### src/rtl/cpu_pkg.sv
// Shared core definitions: default register-file geometry and the hard-wired zero register index.
package cpu_pkg;

    localparam int DEF_DATA_W = 32;
    localparam int DEF_ADDR_W = 5;
    localparam int DEF_CNT_W  = 2;
    localparam int REG_ZERO   = 0;

    typedef logic [DEF_ADDR_W-1:0] reg_idx_t;

endpackage

### src/rtl/regfile_sb_cnt.sv
// One pending-producer counter for a single architectural register.
// An issue and a retire in the same cycle cancel; a retire against zero raises underflow.
module regfile_sb_cnt
    import cpu_pkg::*;
#(
    parameter int CNT_W = DEF_CNT_W
) (
    input  logic             clk,
    input  logic             rst,
    input  logic             inc,
    input  logic             dec,
    output logic [CNT_W-1:0] count,
    output logic             zero,
    output logic             full,
    output logic             underflow
);

    logic [CNT_W-1:0] cnt_q;
    logic [CNT_W-1:0] cnt_d;

    assign zero      = (cnt_q == '0);
    assign full      = (cnt_q == '1);
    assign underflow = dec && zero;
    assign count     = cnt_q;

    always_comb begin
        cnt_d = cnt_q;
        if (inc && !dec && !full) begin
            cnt_d = cnt_q + CNT_W'(1);
        end else if (dec && !inc && !zero) begin
            cnt_d = cnt_q - CNT_W'(1);
        end
    end

    always_ff @(posedge clk) begin
        if (rst) begin
            cnt_q <= '0;
        end else begin
            cnt_q <= cnt_d;
        end
    end

endmodule

### src/rtl/regfile_sb.sv
// General-purpose register file with write-back bypass and a per-register pending-write
// scoreboard that reports read hazards to decode.
module regfile_sb
    import cpu_pkg::*;
#(
    parameter int DATA_W = DEF_DATA_W,
    parameter int ADDR_W = DEF_ADDR_W,
    parameter int NUM_RD = 2,
    parameter int CNT_W  = DEF_CNT_W
) (
    input  logic                     clk,
    input  logic                     rst,
    input  logic [NUM_RD*ADDR_W-1:0] rd_addr,
    output logic [NUM_RD*DATA_W-1:0] rd_data,
    output logic [NUM_RD-1:0]        rd_stall,
    input  logic                     iss_valid,
    input  logic [ADDR_W-1:0]        iss_addr,
    output logic                     iss_ready,
    input  logic                     wb_en,
    input  logic [ADDR_W-1:0]        wb_addr,
    input  logic [DATA_W-1:0]        wb_data,
    input  logic                     wb_clr,
    output logic                     sb_err
);

    localparam int                NREG     = 2 ** ADDR_W;
    localparam logic [ADDR_W-1:0] ZERO_IDX = ADDR_W'(REG_ZERO);

    logic [DATA_W-1:0] regs_q [NREG];
    logic [DATA_W-1:0] regs_d [NREG];
    logic              sb_err_q;
    logic              sb_err_d;

    logic [CNT_W-1:0]  cnt [NREG];
    logic [NREG-1:0]   cnt_zero;
    logic [NREG-1:0]   cnt_full;
    logic [NREG-1:0]   cnt_unf;
    logic              issue_fire;
    logic              retire;

    always_comb begin
        regs_d = regs_q;
        if (wb_en && (wb_addr != ZERO_IDX)) begin
            regs_d[wb_addr] = wb_data;
        end
    end

    always_ff @(posedge clk) begin
        if (rst) begin
            regs_q <= '{default: '0};
        end else begin
            regs_q <= regs_d;
        end
    end

    // The zero register is never tracked, so it behaves as an always-empty, never-full counter.
    assign cnt[0]      = '0;
    assign cnt_zero[0] = 1'b1;
    assign cnt_full[0] = 1'b0;
    assign cnt_unf[0]  = 1'b0;

    assign iss_ready  = (iss_addr == ZERO_IDX) || !cnt_full[iss_addr];
    assign issue_fire = iss_valid && iss_ready;
    assign retire     = wb_en && wb_clr && (wb_addr != ZERO_IDX);

    for (genvar g = 1; g < NREG; g++) begin : g_cnt
        localparam logic [ADDR_W-1:0] IDX = ADDR_W'(g);

        regfile_sb_cnt #(
            .CNT_W(CNT_W)
        ) u_cnt (
            .clk      (clk),
            .rst      (rst),
            .inc      (issue_fire && (iss_addr == IDX)),
            .dec      (retire && (wb_addr == IDX)),
            .count    (cnt[g]),
            .zero     (cnt_zero[g]),
            .full     (cnt_full[g]),
            .underflow(cnt_unf[g])
        );
    end

    always_comb begin
        sb_err_d = sb_err_q || (|cnt_unf);
    end

    always_ff @(posedge clk) begin
        if (rst) begin
            sb_err_q <= 1'b0;
        end else begin
            sb_err_q <= sb_err_d;
        end
    end

    assign sb_err = sb_err_q;

    // A retire of the last producer this cycle delivers its data via the bypass, so no stall.
    for (genvar i = 0; i < NUM_RD; i++) begin : g_rd
        logic [ADDR_W-1:0] addr;
        logic              bypass;
        logic              resolves;

        assign addr     = rd_addr[i*ADDR_W +: ADDR_W];
        assign bypass   = wb_en && (wb_addr == addr);
        assign resolves = bypass && wb_clr && (cnt[addr] == CNT_W'(1));

        assign rd_data[i*DATA_W +: DATA_W] = (addr == ZERO_IDX) ? '0 :
                                             bypass             ? wb_data :
                                                                  regs_q[addr];
        assign rd_stall[i] = (addr != ZERO_IDX) && !cnt_zero[addr] && !resolves;
    end

endmodule

### config.mk
export PLATFORM = sky130hd
export DESIGN_NAME = regfile_sb
export DESIGN_NICKNAME = d
export VERILOG_FILES = /design/src/rtl/cpu_pkg.sv /design/src/rtl/regfile_sb_cnt.sv /design/src/rtl/regfile_sb.sv
export SDC_FILE = /design/constraint.sdc
export NUM_CORES = 2
export LEC_CHECK = 0
export CORE_UTILIZATION = 55
export CTS_CLUSTER_SIZE = 28
export DETAILED_ROUTE_END_ITERATION = 10
export PLACE_DENSITY = 0.72
export SKIP_LAST_GASP = 1
export SYNTH_ARGS = -nofsm -noshare
export SYNTH_HDL_FRONTEND = slang
export SYNTH_SLANG_ARGS = --single-unit
### constraint.sdc
create_clock -name clk -period 3.3 [get_ports clk]
set_input_delay 0.33 -clock clk [delete_from_list [all_inputs] [get_ports clk]]
set_output_delay 0.33 -clock clk [all_outputs]
set_load 0.05 [all_outputs]
Word-level counts from Yosys, hierarchy flattened
Cells that the tools add are included.
{"block": "op_classes", "n_addsub": 62, "mul": 0, "div_mod_pow": 0, "order_cmp": 7, "eq_ne": 97, "n_shift": 0, "mux": 87, "bitwise": 3, "reduce_logical": 432}
{"op": "$bwmux 1024", "count": 1}
{"op": "$bmux 32 s5", "count": 2}
{"op": "$mux 32", "count": 9}
{"op": "$logic_and 1x1->1", "count": 232}
{"op": "$demux 32 s5", "count": 1}
{"op": "$eq 5x5->1 const B", "count": 32}
{"op": "$mux 2", "count": 66}
{"op": "$logic_not 1->1", "count": 129}
{"op": "$eq 5x4->1 const B", "count": 16}
{"op": "$add 2x1->2 const B", "count": 31}
{"op": "$eq 2x2->1 const B", "count": 31}
{"op": "$logic_not 2->1", "count": 31}
{"op": "$reduce_bool 2->1", "count": 31}
{"op": "$sub 2x1->2 const B", "count": 31}
{"op": "$eq 5x3->1 const B", "count": 8}
{"op": "$reduce_or 31->1", "count": 1}
{"op": "$bmux 2 s5", "count": 2}
{"op": "$eq 5x2->1 const B", "count": 4}
{"op": "$ge 6x6->1 const B", "count": 3}
{"op": "$lt 5x6->1 const B", "count": 3}
{"op": "$not 5->6", "count": 3}
{"op": "$bmux 1 s5", "count": 3}
{"op": "$logic_not 5->1", "count": 3}
{"op": "$reduce_bool 5->1", "count": 3}
{"op": "6 further kinds", "count": 12}
{"block": "word_totals", "regBits": 1087, "latchBits": 0, "ramBits": 0, "mem_bits_ro": 0, "in_bits": 57, "out_inout_bits": 68, "word_cells": 752, "n_memories": 0}

Longest topological paths before layout
{"block": "logic_depth", "depth_word": 12, "depth_mapped": 12, "mapped_depth_nobuf": 9}

Cells and area by module
Synthesis repeated with hierarchy kept, for this count alone.
{"block": "hier_totals", "hier_cells": 6512, "hier_area_um2": 57371.3}
{"mod": "regfile_sb", "n_inst": 1, "cells_per_inst": 6047, "area_per_inst_um2": 53415.0, "seq_area_each_um2": 20519.7}
{"mod": "regfile_sb_cnt", "n_inst": 31, "cells_per_inst": 15, "area_per_inst_um2": 127.6, "seq_area_each_um2": 40.0}

Least setup slack after synthesis
OpenSTA, ideal clock, no wires.
{"block": "synth_path", "kind": "input -> output", "startpoint": "input port rd_addr[5]", "endpoint": "output port rd_stall[1]", "arrival_ps": 3698, "required_time_ps": 2970, "path_slack_ps": -728, "stages": 6, "path_buffers": 4, "path_cell_list": "buf_2 -> buf_2 -> clkbuf_1 -> buf_1 -> mux4_2 -> o311ai_0"}
{"block": "synth_between", "elab_chain_len": 8, "elab_cells_between_ends": 16, "classes_between": "eq/ne: 2; mux: 5; bitwise: 1; reduce/logical: 8"}
{"item": "from (decl)", "line_no": "regfile_sb.sv:13", "rtl": "input logic [NUM_RD*ADDR_W-1:0] rd_addr,"}
{"item": "$not 5->6 (implied by the code)", "line_no": "regfile_sb.sv:105", "rtl": "assign resolves = bypass && wb_clr && (cnt[addr] == CNT_W'(1));"}
{"item": "$bmux 2 s5", "line_no": "regfile_sb.sv:105"}
{"item": "$mux 2 (implied by the code) (2 in a row)", "line_no": "regfile_sb.sv:105"}
{"item": "$eq 2x1->1", "line_no": "regfile_sb.sv:105"}
{"item": "$logic_and 1x1->1", "line_no": "regfile_sb.sv:105"}
{"item": "$logic_not 1->1", "line_no": "regfile_sb.sv:110", "rtl": "assign rd_stall[i] = (addr != ZERO_IDX) && !cnt_zero[addr] && !resolves;"}
{"item": "$logic_and 1x1->1 (*)", "line_no": "regfile_sb.sv:110"}
{"item": "to (decl)", "line_no": "regfile_sb.sv:15", "rtl": "output logic [NUM_RD-1:0] rd_stall,"}
Mark *: on every way between the ends. The rest lies on a longest branch, timed or not. The select of a mux whose other input is x is not followed.

Final worst setup path
{"block": "layout_path", "startpoint": "register g_cnt[8].u_cnt.cnt_q[1]", "endpoint": "output port rd_stall[1]"}
{"block": "layout_between", "elab_chain_len": 7, "elab_cells_between_ends": 12, "classes_between": "eq/ne: 1; mux: 5; reduce/logical: 6"}
{"item": "from (decl)", "line_no": "regfile_sb_cnt.sv:18", "rtl": "logic [CNT_W-1:0] cnt_q;"}
{"item": "from (signal assigned)", "line_no": "regfile_sb_cnt.sv:39", "rtl": "cnt_q <= cnt_d;"}
{"item": "$bmux 2 s5", "line_no": "regfile_sb.sv:105"}
{"item": "$mux 2 (implied by the code) (2 in a row)", "line_no": "regfile_sb.sv:105"}
{"item": "$eq 2x1->1", "line_no": "regfile_sb.sv:105"}
{"item": "$logic_and 1x1->1", "line_no": "regfile_sb.sv:105"}
{"item": "$logic_not 1->1", "line_no": "regfile_sb.sv:110"}
{"item": "$logic_and 1x1->1 (*)", "line_no": "regfile_sb.sv:110"}
Marks and branches as above.

==> metrics.csv <==
stage,metric,value,unit
status,outcome,"complete, but fails checks",
status,violations,setup timing,
drt,wl_per_cell,29.8,um
yosys,synth_top_area_cell,dfxtp_1,
clock_network,root_buffer,clkbuf_16,
worst_setup_path,crit_type,reg2out,
floorplan,die_x,325,um
yosys,synthTopCellsByArea,"dfxtp_1 (38%), mux4_2 (26%), nand2_1 (14%), a21oi_1 (9.3%), clkbuf_1 (3.7%)",
timing,clock_skew,0.0169,ns
global_route,grt_pass1_wl,335000,um
yosys,ys_ff_latch,1087,
yosys,synth_compound_area_frac,0.129,
floorplan,pin_count,125,
yosys,synth_xor_area_frac,0.00153,
timing,layout_setup_ws,-0.0963,ns
yosys,synthSimpleGateAreaFrac,0.174,
yosys,syn-instance-count,6332,
timing,worst_pin_slew,1.13,ns
drt,ant_nets,0,
clock_network,hold_buffers,0,
timing,fmax,294,MHz
layout,synthToLayoutAreaGrowth,15.8,%
drt,drtPass1Iterations,7,
yosys,syn_area,0.0572,sq mm
floorplan,die_y,325,um
drt,vias_per_cell,6.95,
clock_network,tritoncts,done,
yosys,synth_common_cells,"nand2_1 (2,078), dfxtp_1 (1,087), a21oi_1 (1,060)",
layout,layout-drive-gt1-share,0.228,
min_path,hold_class,in2reg,
timing,fin_crit_sh,1.03,
placement,dp_cells,7503,
timing,finalSetupViolations,1,
layout,final_util,0.646,
timing,maxSlewViolCount,0,
global_route,grt_remaining_overflow,0,
timing,hold_ws,0.145,ns
yosys,synth_ff_type,dfxtp_1,
worst_setup_path,cp_cell_sequence,"nor2_1, mux4_2, mux4_2, o32a_1, o311ai_1, buf_4",
worst_setup_path,crit_top_cell,mux4_2,
yosys,synth-adder-area-share,0,
yosys,synth.most_common_cell,nand2_1,
drt,vias,53600,
flow_run,maxCapViolCount,0,
yosys,synth_edf_count,0,
floorplan,start_util,0.558,
yosys,ys_async_sr_fraction,0,
worst_setup_path,crit_buf_inv,1,
yosys,syn_nets,6389,
placement,hpwl,137000,um
timing,min_period,3.40,ns
worst_setup_path,start_kind,register,
timing,max_slew_margin,0.248,
yosys,synth_area_per_cell,9.03,sq um
layout,finalNonFillerCells,7720,
pwr,powerDensity,444,mW/mm^2
layout,fill_cells,8157,
drt,wl,230000,um
worst_setup_path,cpMaxStageDelayCell,mux4_2,
global_route,grt_pass1_vias,51000,
timing,fin_tns_setup,-0.0963,ns
clock_network,cts_buffers,113,
yosys,synthMuxAreaShare,0.268,
worst_setup_path,crit_fanout,6,
drt,drtIter0Drc,8949,
clock_network,clock_latency,0.73,ns
clock_network,cts_sinks,1087,
floorplan,core,0.102,sq mm
timing,rsz0062_at_grt,true,
yosys,ys_warn_count,0,
clock_network,clk_pin_slew_worst_paths,0.07,ns
worst_setup_path,critPathMaxStageDelay,0.47,ns
worst_setup_path,crit_required,2.97,ns
clock_network,clockBufferDepth,3,
global_route,grt_max_degree,115,
worst_setup_path,critical-path-top-delay-family,multiplexers,
pwr,ir_drop,0.447,mV
yosys,yosysSeqAreaShare,0.380,
clock_network,h-tree-depth,3,
global_route,grt_antenna_before_repair,8,
worst_setup_path,cp.arrival,3.07,ns
global_route,track_usage,0.427,
layout,nets,6308,
worst_setup_path,end_kind,output port,
yosys,synth_top_family_by_area,multiplexers,
placement,place_area,0.0623,sq mm
floorplan,die_area,0.105,sq mm
timing,final_hold_viol_count,0,
placement,dp_slack,-0.0301,ns
floorplan,rows,117,
yosys,yosys.area.top_type_share,0.380,
placement,port_buffers,124,
placement,place.gp.congestion,1.06,
pwr,p_total,29.4,mW
layout,design_area,0.0662,sq mm
drt,route.detailed.drc,0,
pwr,p_leak,21.6,nW
yosys,yosysUniqueCellTypes,74,
sequential cells by signal (all words and copies together), names as in the netlist:
register / flops
g_cnt.u_cnt.count: 62
regs_q: 1024
sb_err: 1
power breakdown:
group / leakage [nW] / internal [mW] / switching (mW)
clock: 1.86 / 7.58 / 5.77
combinational: 10.9 / 0.984 / 1.80
sequential: 8.77 / 13.2 / 0.0757
layer usage:
metal,track usage,vias to the layer above,wire [um],share of wire
li1,-,22200,-,-
met1,0.536,25900,77200,0.34
met2,0.627,4428,99800,0.43
met3,0.142,1100,36000,0.16
met4,0.285,10,17200,0.075
met5,0,-,71,0.00031
placed cells by master, fill, tap and decap left out, types with 32 or more instances in the layout:
master,synthesis,final
buf_12,0,125
nor2b_1,40,40
a21oi_1,1060,1060
o21ai_0,57,57
nand2_1,2078,2046
mux4_2,651,651
nor2_4,0,32
mux2i_1,66,64
clkdlybuf4s50_1,0,47
a211oi_2,0,65
dfxtp_1,1087,1067
buf_4,1,300
nand2_2,1,32
nand2b_1,37,37
clkbuf_16,0,114
nand3_1,33,32
nor3_1,45,45
a211oi_1,110,45
nor2_1,159,126
final timing paths:
kind                            start                        to  slack (ns)  cells after the start
max           g_cnt[8].u_cnt.count[1]               rd_stall[1]        -0.1                      6
min                               rst  g_cnt[22].u_cnt.count[1]        0.15                      2
max reg2reg  g_cnt[26].u_cnt.count[0]  g_cnt[14].u_cnt.count[0]        0.41                      9
min reg2reg               regs_q[953]               regs_q[953]        0.46                      2
logic make-up (layout without fill, tap and decap cells):
logic type,count (synthesis),count (layout)
DFF,1087,1087
AOI/OAI and AO/OA,1343,1343
muxes,718,718
buffers and inverters,689,702
and+or+nand+nor,2485,2485
xor gates and xnor gates,10,10
other,0,7
cell type report:
cell class,count,area (sq um),area share
well taps,1368,1710,0.0258
flip-flops and latches,1087,21800,0.329
clock inverters,47,589,0.00890
repair buffers,479,5320,0.0803
multi-input cells,4556,33500,0.506
clock buffers,162,3250,0.0491
diodes,7,17.5,0.000265
inverters,14,67.6,0.00102
repair_timing:
action                     in CTS  in global routing
gates resized for setup        11                 19
pin swaps                       0                  1
buffers inserted                1                  0
setup endpoints to repair       3                  6
Power figures use the tool's default switching activity.
